--- src/rtl/cnt_arb_pkg.sv ---
// Shared types and default geometry for the two-band run-counter arbiter.
package cnt_arb_pkg;

  localparam int unsigned CNT_W   = 7;
  localparam int unsigned LO_BASE = 0;
  localparam int unsigned HI_BASE = 50;
  localparam int unsigned SPAN    = 50;

  localparam logic REQ0 = 1'b0;
  localparam logic REQ1 = 1'b1;

  typedef enum logic [1:0] {
    IDLE,
    RUN,
    DONE
  } state_t;

endpackage

--- src/rtl/cnt_band_counter.sv ---
// Loadable band counter: steps from base, wraps at base+SPAN-1, tracks remaining values.
module cnt_band_counter #(
  parameter int unsigned CNT_W = 7,
  parameter int unsigned SPAN  = 50
) (
  input  logic             clk,
  input  logic             rst,
  input  logic             load,
  input  logic [CNT_W-1:0] base,
  input  logic [CNT_W-1:0] len,
  input  logic             step,
  output logic [CNT_W-1:0] value,
  output logic             last,
  output logic             empty
);

  logic [CNT_W-1:0] remaining;
  logic [CNT_W-1:0] base_r;
  logic [CNT_W-1:0] wrap_at;

  always_ff @(posedge clk) begin
    if (rst) begin
      value     <= '0;
      remaining <= '0;
      base_r    <= '0;
      wrap_at   <= '0;
    end else if (load) begin
      remaining <= len;
      base_r    <= base;
      wrap_at   <= base + CNT_W'(SPAN - 1);
      // A zero-length run emits nothing, so the visible value is left alone.
      if (len != '0) value <= base;
    end else if (step) begin
      remaining <= remaining - 1'b1;
      value     <= (value == wrap_at) ? base_r : value + 1'b1;
    end
  end

  assign last  = (remaining == CNT_W'(1));
  assign empty = (remaining == '0);

endmodule

--- src/rtl/cnt_run_arbiter.sv ---
// Round-robin arbiter sharing one band counter between two requesters.
// Optional: define CNT_ARB_PIPE_OUT_EN to add one register stage on the counter/done outputs.
module cnt_run_arbiter
  import cnt_arb_pkg::*;
#(
  parameter int unsigned CNT_W   = cnt_arb_pkg::CNT_W,
  parameter int unsigned LO_BASE = cnt_arb_pkg::LO_BASE,
  parameter int unsigned HI_BASE = cnt_arb_pkg::HI_BASE,
  parameter int unsigned SPAN    = cnt_arb_pkg::SPAN
) (
  input  logic             clk,
  input  logic             rst,
  input  logic [1:0]       req,
  input  logic [CNT_W-1:0] len0,
  input  logic [CNT_W-1:0] len1,
  input  logic             abort,
  output logic [1:0]       gnt,
  output logic             busy,
  output logic [CNT_W-1:0] cnt_out,
  output logic             cnt_vld,
  output logic             done,
  output logic             done_id,
  output logic             aborted
);

  state_t state, state_n;
  logic   id_r, last_srv, aborted_r;

  logic             grant, grant_id, load, step, abort_hit;
  logic [CNT_W-1:0] base_sel, len_sel;
  logic [CNT_W-1:0] value;
  logic             last, empty;

  always_comb begin
    state_n   = state;
    grant     = 1'b0;
    grant_id  = id_r;
    step      = 1'b0;
    abort_hit = 1'b0;
    case (state)
      IDLE: begin
        if (req != 2'b00) begin
          grant   = 1'b1;
          state_n = RUN;
          case (req)
            2'b01:   grant_id = REQ0;
            2'b10:   grant_id = REQ1;
            default: grant_id = (last_srv == REQ0) ? REQ1 : REQ0;
          endcase
        end
      end
      RUN: begin
        // An empty run spends its single granted cycle here without a valid value.
        if (empty || last || abort) begin
          state_n   = DONE;
          abort_hit = abort && !last && !empty;
        end else begin
          step = 1'b1;
        end
      end
      DONE:    state_n = IDLE;
      default: state_n = IDLE;
    endcase
  end

  assign load     = grant;
  assign base_sel = grant_id ? CNT_W'(HI_BASE) : CNT_W'(LO_BASE);
  assign len_sel  = grant_id ? len1 : len0;

  always_ff @(posedge clk) begin
    if (rst) begin
      state     <= IDLE;
      id_r      <= REQ0;
      last_srv  <= REQ1;
      aborted_r <= 1'b0;
    end else begin
      state <= state_n;
      if (grant) id_r <= grant_id;
      if (state == RUN && state_n == DONE) aborted_r <= abort_hit;
      if (state == DONE) last_srv <= id_r;
    end
  end

  cnt_band_counter #(
    .CNT_W (CNT_W),
    .SPAN  (SPAN)
  ) u_band (
    .clk   (clk),
    .rst   (rst),
    .load  (load),
    .base  (base_sel),
    .len   (len_sel),
    .step  (step),
    .value (value),
    .last  (last),
    .empty (empty)
  );

  logic             vld_c, done_c, aborted_c;

  assign gnt       = (state == RUN) ? (id_r ? 2'b10 : 2'b01) : 2'b00;
  assign busy      = (state != IDLE);
  assign vld_c     = (state == RUN) && !empty;
  assign done_c    = (state == DONE);
  assign aborted_c = done_c && aborted_r;

`ifdef CNT_ARB_PIPE_OUT_EN
  always_ff @(posedge clk) begin
    if (rst) begin
      cnt_out <= '0;
      cnt_vld <= 1'b0;
      done    <= 1'b0;
      done_id <= 1'b0;
      aborted <= 1'b0;
    end else begin
      cnt_out <= value;
      cnt_vld <= vld_c;
      done    <= done_c;
      done_id <= id_r;
      aborted <= aborted_c;
    end
  end
`else
  assign cnt_out = value;
  assign cnt_vld = vld_c;
  assign done    = done_c;
  assign done_id = id_r;
  assign aborted = aborted_c;
`endif

endmodule

--- config.mk ---
export PLATFORM = sky130hd
export DESIGN_NAME = cnt_run_arbiter
export DESIGN_NICKNAME = d
export VERILOG_FILES = /design/src/rtl/cnt_arb_pkg.sv /design/src/rtl/cnt_band_counter.sv /design/src/rtl/cnt_run_arbiter.sv
export SDC_FILE = /design/constraint.sdc
export NUM_CORES = 1
export LEC_CHECK = 0
export ABC_AREA = 1
export BUFFER_PORTS_ARGS = -buffer_cell sky130_fd_sc_hd__buf_4
export CAP_MARGIN = 20
export CORE_MARGIN = 5
export CORE_UTILIZATION = 35
export CTS_CLUSTER_SIZE = 24
export DETAILED_ROUTE_END_ITERATION = 10
export PLACE_DENSITY = 0.56
export SYNTH_ARGS = -nofsm -noshare
export SYNTH_HDL_FRONTEND = slang
export SYNTH_SLANG_ARGS = --single-unit
--- constraint.sdc ---
create_clock -name clk -period 3.4 [get_ports clk]
set_input_delay 0.68 -clock clk [delete_from_list [all_inputs] [get_ports clk]]
set_output_delay 0.68 -clock clk [all_outputs]
set_load 0.01 [all_outputs]
# Word level (Yosys, flattened, before mapping)
# Index checks and enable logic that the tools add are counted.
# Widths: inputs -> output; s select.
[totals] output_inout_bits=14 in_bits=19 ff_bits=33 wordCells=58
[classes] n_mux=23 n_eq_ne=8 n_addsub=3 n_reduce_logical=16
[ops] op="$mux 7" count=7
[ops] op="$mux 1" count=9
[ops] op="$mux 2" count=4
[ops] op="$add 6x6->7 const B" count=1
[ops] op="$add 7x1->7 const B" count=1
[ops] op="$eq 7x1->1 const B" count=1
[ops] op="$eq 7x7->1" count=1
[ops] op="$logic_not 7->1" count=1
[ops] op="$reduce_bool 7->1" count=1
[ops] op="$sub 7x1->7 const B" count=1
[ops] op="$eq 2x2->1 const B" count=3
[ops] op="$mux 6" count=1
[ops] op="$reduce_bool 2->1" count=3
[ops] op="$logic_and 1x1->1" count=5
[ops] op="$eq 2x1->1 const B" count=2
[ops] op="$pmux 2 s2" count=1
[ops] op="$logic_not 1->1" count=2
[ops] op="$logic_not 2->1" count=1
[ops] op="$logic_or 1x1->1" count=2
[ops] op="$ne 2x1->1 const B" count=1
[ops] op="$pmux 1 s2" count=1
[ops] op="$reduce_and 2->1" count=1

# Logic depth before layout (Yosys ltp)
# Gate-level depths: netlist (run 1).
[depth] depth_word=8 depth_mapped=15 mapped_depth_nobuf=15

# Modules after synthesis
# A second synthesis (run 1) with hierarchy kept.
[unflattened] hier_cells=333 hier_area_um2=2205.9
[by_module_without_submodules] mod="cnt_band_counter" cells_each=266 area_each_um2=1794.2 instances=1
[by_module_without_submodules] mod="cnt_run_arbiter" cells_each=67 area_each_um2=411.6 instances=1

# Least setup slack after synthesis (run 1)
# OpenSTA, ideal clock, no wires.
[synth_path] path_type="input port to flip-flop" startpoint="input req[0]" endpoint="register u_band.value[4]" arrival_ns=2.074 path_stages=13 path_slack_ns=1.211 cell_sequence="inv_1 > ha_1 > o21ai_1 > nand2_4 > nand2_4 > nand2_1 > nand2_1 > nand2_1 > nor2_1 > nand2_1 > buf_6 > a21oi_1 > nor2_1"
[synth_between] elab_chain_len=8 word_cells_on_any_way=16
[synth_rtl] item="start, declared" line="cnt_run_arbiter.sv:13" source="input logic [1:0] req,"
[synth_rtl] item="$eq 2x2->1 / $eq 2x1->1 (equally long branches)" line="cnt_run_arbiter.sv:45" source="case (req)"
[synth_rtl] item="$pmux 1 s2" line="cnt_run_arbiter.sv:45"
[synth_rtl] item="$mux 1" line="cnt_run_arbiter.sv:42" source="if (req != 2'b00) begin"
[synth_rtl] item="$mux 1" line="cnt_run_arbiter.sv:40" source="case (state)"
[synth_rtl] item="$mux 7" line="cnt_run_arbiter.sv:68" source="assign len_sel = grant_id ? len1 : len0;"
[synth_rtl] item="$reduce_bool 7->1" line="cnt_band_counter.sv:32" source="if (len != '0) value <= base;"
[synth_rtl] item="$ne 2x1->1 (no line)"
[synth_rtl] item="$reduce_and 2->1 (no line)"
[synth_rtl] item="end signal, assigned" line="cnt_band_counter.sv:32"
[synth_rtl] item="end signal, assigned" line="cnt_band_counter.sv:35" source="value <= (value == wrap_at) ? base_r : value + 1'b1;"
[synth_rtl] item="end, declared" line="cnt_band_counter.sv:12" source="output logic [CNT_W-1:0] value,"
# Several ways; a longest one is shown, not always the timed one. The select of a mux whose other input is x is not followed.
# A chain may end at the register's enable or synchronous reset.

# Final worst setup path (run 1)
[layout_path] startpoint="input req[0]" endpoint="register u_band.value[3]"
# The elaborated chain is that of the path after synthesis.

==> results of run 1 <==
path summary, 6_finish.rpt:
check	endpoint	start	slack, ns	cells past startpoint
worst max-delay path	u_band.value[3]	req[0]	0.94	15
worst min-delay path	aborted_r	aborted_r	0.46	2
worst max register to register	u_band.value[0]	u_band.remaining[0]	1.42	12
worst min register to register	aborted_r	aborted_r	0.46	2
power by group through the flow:
stage               logic, uW  registers (uW)  clock network (uW)
CTS                       373             329                 174
global placement          373             336                   0
detailed placement        372             334                   0
global route              423             336                 183
finish                    369             328                 165
floorplan                 261             331                   0
worst max-delay path, stage by stage:
cell and delay (ns):
buf_4 0.10, inv_1 0.06, ha_1 0.28, nand3b_4 0.28, nand2_4 0.13, nand2_4 0.12
nand2_1 0.05, nand2_1 0.07, nand2_1 0.07, nor2_1 0.11, nand2_1 0.27, nand2_1 0.22
nand2_1 0.07, nand2_1 0.06, nor2_1 0.04
synthesized netlist by cell type (2+ instances only):
library cell and n:
o21ai_0 9, nand3b_1 7, a21oi_1 15, o221ai_1 2
nand2_4 4, o31ai_1 2, buf_2 2, dfxtp_1 21
nand2_1 54, xor2_1 3, nand3_1 11, inv_2 2
inv_1 36, nor2_1 42, nand3_2 5, o211ai_1 4
ha_1 6
cell type report:
cell class,instances,area [um^2],share of cell area
Clock buffer,4,45.0,0.0243
Inverter,38,143,0.0770
Multi-Input combinational cell,173,932,0.503
Sequential cell,21,420,0.227
Tap cell,52,65.1,0.0351
Timing Repair Buffer,33,248,0.134
routing by layer:
metal	up-vias	track usage	wire, um
met3	2	0.0190	162
met4	0	0.0374	27
met5	-	0	0
met2	37	0.198	1560
li1	816	-	-
met1	624	0.170	1800
logic make-up (layout without fill, tap and decap cells):
| kind of cell | after synthesis | in the layout | synth area share |
|---|---|---|---|
| buffers and inverters | 42 | 75 | 0.110 |
| flip-flops | 21 | 21 | 0.277 |
| XOR/XNOR | 4 | 4 | 0.0230 |
| adder cells (fa/ha/maj) | 6 | 6 | 0.0494 |
| AND/OR/NAND/NOR | 129 | 129 | 0.412 |
| AO/OA/AOI/OAI | 34 | 34 | 0.128 |
per-stage QoR:
stage	std cells	setup WS, ns	instance area, um^2
2_1_floorplan	236	1.21	1520
3_3_place_gp	317	0.675	1810
3_5_place_dp	317	0.660	1810
4_1_cts	321	0.932	1850
5_1_grt	321	0.624	1850
6_report	321	0.936	1850
flip-flops by register name, indices dropped and copies added, names as in the netlist:
register / count
u_band.value: 7
aborted_r: 1
state: 2
u_band.remaining: 7
u_band.base_r: 1
u_band.wrap_at: 2
last_srv: 1
==> run summary, run 1 <==
Vias -> 1479
Post_cts resized -> 0
Hpwl dp -> 2830 um
Clock buffer depth -> 2
Routed Antenna Nets -> 0
Via density -> 4.61
Post-synth EDFFs -> 0
H-tree levels -> 1
Switching part of the total -> 0.394
PortBufs -> 32
Biggest area consumer among synthesized cells -> dfxtp_1
Largest cells by area after synthesis -> dfxtp_1 (28%), nand2_1 (13%), nor2_1 (10%)
Synth Flop Type -> dfxtp_1
First-pass GRT wire length -> 6110 um
Post-layout util -> 0.432
RSZ-0062 raised after global routing -> false
Antenna diodes -> 0
DRT Pass-1 Iters -> 4
Vias in the first global route -> 1357
Clk pwr share -> 0.192
#FFs+latches synth -> 21
CP Class -> primary input to flip-flop
Rows -> 24
Synthesis Warnings -> 0
Core Region -> 4290 um^2
Commonest cells after routing, fill and taps aside -> nand2_1 (54), nor2_1 (42), inv_1 (36), buf_4 (33), dfxtp_1 (21)
Final net count -> 295
Worst-path clk slew -> 0.08 ns
Slew headroom -> 0.686
Status -> finished clean
Share of the clock period used by the worst path -> 0.725
Leakage power -> 0.000979 uW
Mapped Nets -> 261
Post-synthesis cell count -> 236
Area share of the largest cell type after synthesis -> 0.277
Skew-Pair Late Insertion Delay -> 0.26 ns
Max-cap violations -> 0
Synth Area per Inst -> 6.44 um^2
Pint -> 523 uW
Maximum clock frequency -> 0.406 GHz
Height of the die -> 75.9 um
Total routed wirelength -> 3550 um
Req. time, crit path -> 3.56 ns
CTS tree -> yes
CTS root buf -> clkbuf_8
Layout cell share with drive strength beyond 1 -> 0.190
Final hold slack -> 0.463 ns
Setup skew after layout -> 0.00238 ns
Initial core utilization -> 0.354
Total congestion overflow -> 0
Critical path arrival -> 2.62 ns
WL/cell -> 11.1 um
Largest net degree at the start of global routing -> 16
Pwr per Cell Area -> 465 nW/um^2
Initial antenna violation count -> 0
Commonest non-fill, non-tap cell in the layout -> nand2_1
Die X -> 75.9 um
Critical Path Fanout Max -> 15
Sequential area share after synthesis -> 0.277
Overall Power -> 862 uW
Hold-fix buffers, CTS -> 0
Tot GR Track Use -> 0.124
Final Hold Fails -> 0
Synth cell types -> 28
Comb power frac -> 0.428
Post-Syn Area -> 1520 um^2
Die area -> 5760 um^2
Postcts setup bufs -> 0
Peak VDD IR -> 0.000148 V
Worst Hold Class -> flip-flop to flip-flop
DRT iter0 DRCs -> 64
Fin Setup TNS -> 0 ns
Clock sinks -> 21
NetSw -> 340 uW
Final Wtd Congestion -> 0.833
Fill cell count -> 451
Period minus WS final -> 2.46 ns
CTS Buf Count -> 3
Setup violations, final -> 0
Max Slew Vio Count -> 0
Reg power frac -> 0.381
Critical path endpoint category -> flip-flop
Area Overhead vs Synth -> 21.9%
Actual slew at the worst max-slew pin -> 0.470 ns
FFs w/ async S/R, synth -> 0
Drt drc -> 0
Io pins -> 33
Crit start category -> primary input
(Power assumes the default switching activity.)
==> inputs of run 2 (changes only) <==
--- a/config.mk
+++ b/config.mk
@@ -5,14 +5,14 @@
 export SDC_FILE = /design/constraint.sdc
 export NUM_CORES = 1
 export LEC_CHECK = 0
-export ABC_AREA = 1
+export ABC_AREA = 0
 export BUFFER_PORTS_ARGS = -buffer_cell sky130_fd_sc_hd__buf_4
 export CAP_MARGIN = 20
 export CORE_MARGIN = 5
 export CORE_UTILIZATION = 35
 export CTS_CLUSTER_SIZE = 24
 export DETAILED_ROUTE_END_ITERATION = 10
-export PLACE_DENSITY = 0.56
+export PLACE_DENSITY = 0.57
 export SYNTH_ARGS = -nofsm -noshare
 export SYNTH_HDL_FRONTEND = slang
 export SYNTH_SLANG_ARGS = --single-unit
==> constraint.sdc (replaced) <==
create_clock -name clk -period 2.3 [get_ports clk]
set_input_delay 0.46 -clock clk [delete_from_list [all_inputs] [get_ports clk]]
set_output_delay 0.46 -clock clk [all_outputs]
set_load 0.01 [all_outputs]
==> run summary, run 2 <==
Share of the clock period used by the worst path -> 0.890
Actual slew at the worst max-slew pin -> 0.452 ns (was 0.470 ns)
WHS Path Cells -> 2 (unchanged)
Area share of the largest cell type after synthesis -> 0.299 (was 0.277)
Synth cell types -> 49 (was 28)
Skew-Pair Late Insertion Delay -> 0.26 ns (about the same)
Final Hold Fails -> 0 (unchanged)
CTS tree -> yes (unchanged)
Commonest cells after routing, fill and taps aside -> buf_4 (36), dfxtp_1 (21), nor2_1 (15), nor3_1 (11), nand2_1 (11) (was nand2_1 (54), nor2_1 (42), inv_1 (36), buf_4 (33), dfxtp_1 (21))
RR Endpoint -> u_band.value[0] (unchanged)
PortBufs -> 32 (unchanged)
Layout cell share with drive strength beyond 1 -> 0.273 (was 0.190)
Layout Cells excl Fill -> 248 (was 321)
DRT Pass-1 Iters -> 4 (unchanged)
Most common cell in the netlist -> dfxtp_1 (was nand2_1)
RSZ-0062 raised after global routing -> false (unchanged)
Slowest-stage cell, CP -> a2111oi_0 (was ha_1)
Max-cap violations -> 0 (unchanged)
Post-synthesis cell count -> 164 (was 236)
Hpwl dp -> 2740 um (was 2830 um)
Synth Flop Type -> dfxtp_1 (unchanged)
Largest cells by area after synthesis -> dfxtp_1 (30%), ha_1 (5.3%), mux2i_1 (5.0%) (was dfxtp_1 (28%), nand2_1 (13%), nor2_1 (10%))
Slew headroom -> 0.691 (was 0.686)
Antenna diodes -> 0 (unchanged)
Req. time, crit path -> 2.50 ns (was 3.56 ns)
Clock buffer depth -> 2 (unchanged)
Die area -> 5390 um^2 (was 5760 um^2)
Setup violations, final -> 0 (unchanged)
Placed Cells -> 244 (was 317)
Post_cts resized -> 0 (unchanged)
NetSw -> 411 uW (was 340 uW)
Vias -> 1347 (was 1479)
WL/cell -> 14.3 um (was 11.1 um)
Rows -> 23 (was 24)
CTS Buf Count -> 3 (unchanged)
First-pass GRT wire length -> 6020 um (was 6110 um)
Largest net degree at the start of global routing -> 23 (was 16)
Switching part of the total -> 0.358 (was 0.394)
Min-delay src -> u_band.wrap_at[4] (was aborted_r)
Core Region -> 3940 um^2 (was 4290 um^2)
CTS root buf -> clkbuf_8 (unchanged)
Biggest area consumer among synthesized cells -> dfxtp_1 (unchanged)
Synthesis Warnings -> 0 (unchanged)
#FFs+latches synth -> 21 (unchanged)
Synth Area per Inst -> 8.58 um^2 (was 6.44 um^2)
Tot GR Track Use -> 0.138 (was 0.124)
Height of the die -> 73.4 um (was 75.9 um)
Comb power frac -> 0.383 (was 0.428)
FFs w/ async S/R, synth -> 0 (unchanged)
Max Slew Vio Count -> 0 (unchanged)
Hold EP -> u_band.wrap_at[4] (was aborted_r)
Period minus WS final -> 2.05 ns
Setup skew after layout -> 0.00138 ns (was 0.00238 ns)
Most used cell, CP -> nor2_1 (was nand2_1)
Maximum clock frequency -> 0.489 GHz
Most frequent cells after synthesis -> dfxtp_1 (21), nor2_1 (15), nand2_1 (11), nor3_1 (11), a21oi_1 (10) (was nand2_1 (54), nor2_1 (42), inv_1 (36), dfxtp_1 (21), a21oi_1 (15))
Buf/Inv on CP -> 2 (unchanged)
Worst-path clk slew -> 0.08 ns (about the same)
Drt drc -> 0 (unchanged)
Register Area -> 420 um^2 (unchanged)
CP Class -> flip-flop to flip-flop (was primary input to flip-flop)
Total routed wirelength -> 3540 um (was 3550 um)
Via density -> 5.43 (was 4.61)
Routed Antenna Nets -> 0 (unchanged)
DRT iter0 DRCs -> 102 (was 64)
Fill cell count -> 383 (was 451)
Biggest regs -> u_band.remaining x7, u_band.value x7 (unchanged)
Peak VDD IR -> 0.000249 V (was 0.000148 V)
Critical Path Fanout Max -> 22 (was 15)
Multi-input gate area -> 932 um^2 (unchanged)
Post-synth EDFFs -> 0 (unchanged)
Reg2reg setup slack -> 0.25 ns (was 1.42 ns)
Final Wtd Congestion -> 0.928 (was 0.833)
Clock sinks -> 21 (unchanged)
H-tree levels -> 1 (unchanged)
Crit start category -> flip-flop (was primary input)
Initial antenna violation count -> 0 (unchanged)
Die X -> 73.4 um (was 75.9 um)
Worst Hold Class -> flip-flop to flip-flop (unchanged)
Reg2Reg Depth -> 8 (was 12)
Max incr delay on CP -> 0.45 ns (was 0.28 ns)
Io pins -> 33 (unchanged)
Postcts setup bufs -> 0 (unchanged)
Area Overhead vs Synth -> 24.5% (was 21.9%)
Commonest non-fill, non-tap cell in the layout -> buf_4 (was nand2_1)
Critical path endpoint category -> flip-flop (unchanged)
Initial core utilization -> 0.357 (was 0.354)
Vias in the first global route -> 1247 (was 1357)
Reg-to-reg startpoint -> u_band.remaining[0] (unchanged)
Sequential area share after synthesis -> 0.299 (was 0.277)
Reg power frac -> 0.399 (was 0.381)
Status -> finished clean (unchanged)
Post-layout util -> 0.445 (was 0.432)
Post-Syn Area -> 1410 um^2 (was 1520 um^2)
Hold-fix buffers, CTS -> 0 (unchanged)
Top Family by Delay on Critical Path -> compound AO/OA/AOI/OAI gates (was simple AND/OR/NAND/NOR gates)
Final net count -> 224 (was 295)
Critical path arrival -> 2.25 ns (was 2.62 ns)
Mapped Nets -> 189 (was 261)
Clk pwr share -> 0.218 (was 0.192)
Fin Setup TNS -> 0 ns (unchanged)
Leakage power -> 0.000735 uW (was 0.000979 uW)
Total congestion overflow -> 0 (unchanged)
Pwr per Cell Area -> 654 nW/um^2 (was 465 nW/um^2)
Critical-path cell list -> inv_1 -> ha_1 -> nor2_1 -> o31ai_4 -> buf_4 -> a2111oi_0 -> a41oi_1 -> nor2_1 (was buf_4 -> inv_1 -> ha_1 -> nand3b_4 -> nand2_4 -> nand2_4 -> nand2_1 -> nand2_1 -> nand2_1 -> nor2_1 -> nand2_1 -> nand2_1 -> nand2_1 -> nand2_1 -> nor2_1)
Pint -> 735 uW (was 523 uW)
-- run 2: changes by cell type in the layout (fill, tap and decap cells not counted), sizes merged, moves of 5 or more --
cell	before	now
a211oi	1	7
mux2i	0	7
nor2	44	15
inv	38	6
nor4	0	5
nor3	1	12
o21ai	10	2
nand3	16	6
nand3b	8	0
nand2	58	11
-- run 2: kinds of logic (layout without fill, tap and decap cells) --
family / count (synthesis) / after routing / share of synthesized area
muxes: 7 / 7 / 0.0498
buffers and inverters: 12 / 46 / 0.0391
DFF: 21 / 21 / 0.299
adders and majority gates: 6 / 6 / 0.0533
AOI/OAI and AO/OA: 42 / 42 / 0.252
and+or+nand+nor: 72 / 72 / 0.283
xor gates and xnor gates: 4 / 4 / 0.0249
-- run 2: worst max-delay path by stage --
stage                         from               to  cells past startpoint
2_1_floorplan               req[0]  u_band.value[2]                      7
3_3_place_gp                req[0]  u_band.value[2]                      7
3_5_place_dp                req[0]  u_band.value[2]                      7
4_1_cts        u_band.remaining[2]          cnt_vld                      4
5_1_grt        u_band.remaining[0]  u_band.value[0]                      8
6_report       u_band.remaining[0]  u_band.value[0]                      8
-- run 2: final cells by class --
class / count / area share
clock buffer: 4 / 0.0257
inverter: 6 / 0.0128
multi-input combinational: 131 / 0.532
sequential: 21 / 0.240
tap: 50 / 0.0357
timing repair buffer: 36 / 0.154
-- run 2: tightest hold or removal path, stage by stage, from the launching register on --
cell     delay, ns
dfxtp_1       0.33
nand2_1       0.06
a21oi_1       0.05
-- run 2: per-layer routing --
| metal | up-vias | routed length, um | track usage |
|---|---|---|---|
| met4 | 0 | 40 | 0.0362 |
| met2 | 40 | 1490 | 0.201 |
| li1 | 689 | - | - |
| met1 | 614 | 1770 | 0.208 |
| met3 | 4 | 231 | 0.0246 |
| met5 | - | 0 | 0 |
-- run 2: through the flow --
stage	hold slack, ns	total power, uW	setup slack (ns)	area (um^2)
6_report	0.482	1150	0.253	1750
5_1_grt	0.509	1220	0.0306	1750
4_1_cts	0.491	1160	0.302	1750
3_5_place_dp	0.478	905	0.0930	1710
3_3_place_gp	0.455	903	0.124	1710
2_1_floorplan	0.433	771	0.203	1410
-- run 2: power by group through the flow --
stage | combinational (uW) | sequential [uW] | clock (uW)
2_1_floorplan | 314 | 456 | 0
3_3_place_gp | 438 | 465 | 0
3_5_place_dp | 439 | 466 | 0
4_1_cts | 442 | 457 | 261
5_1_grt | 486 | 466 | 271
6_report | 439 | 457 | 250
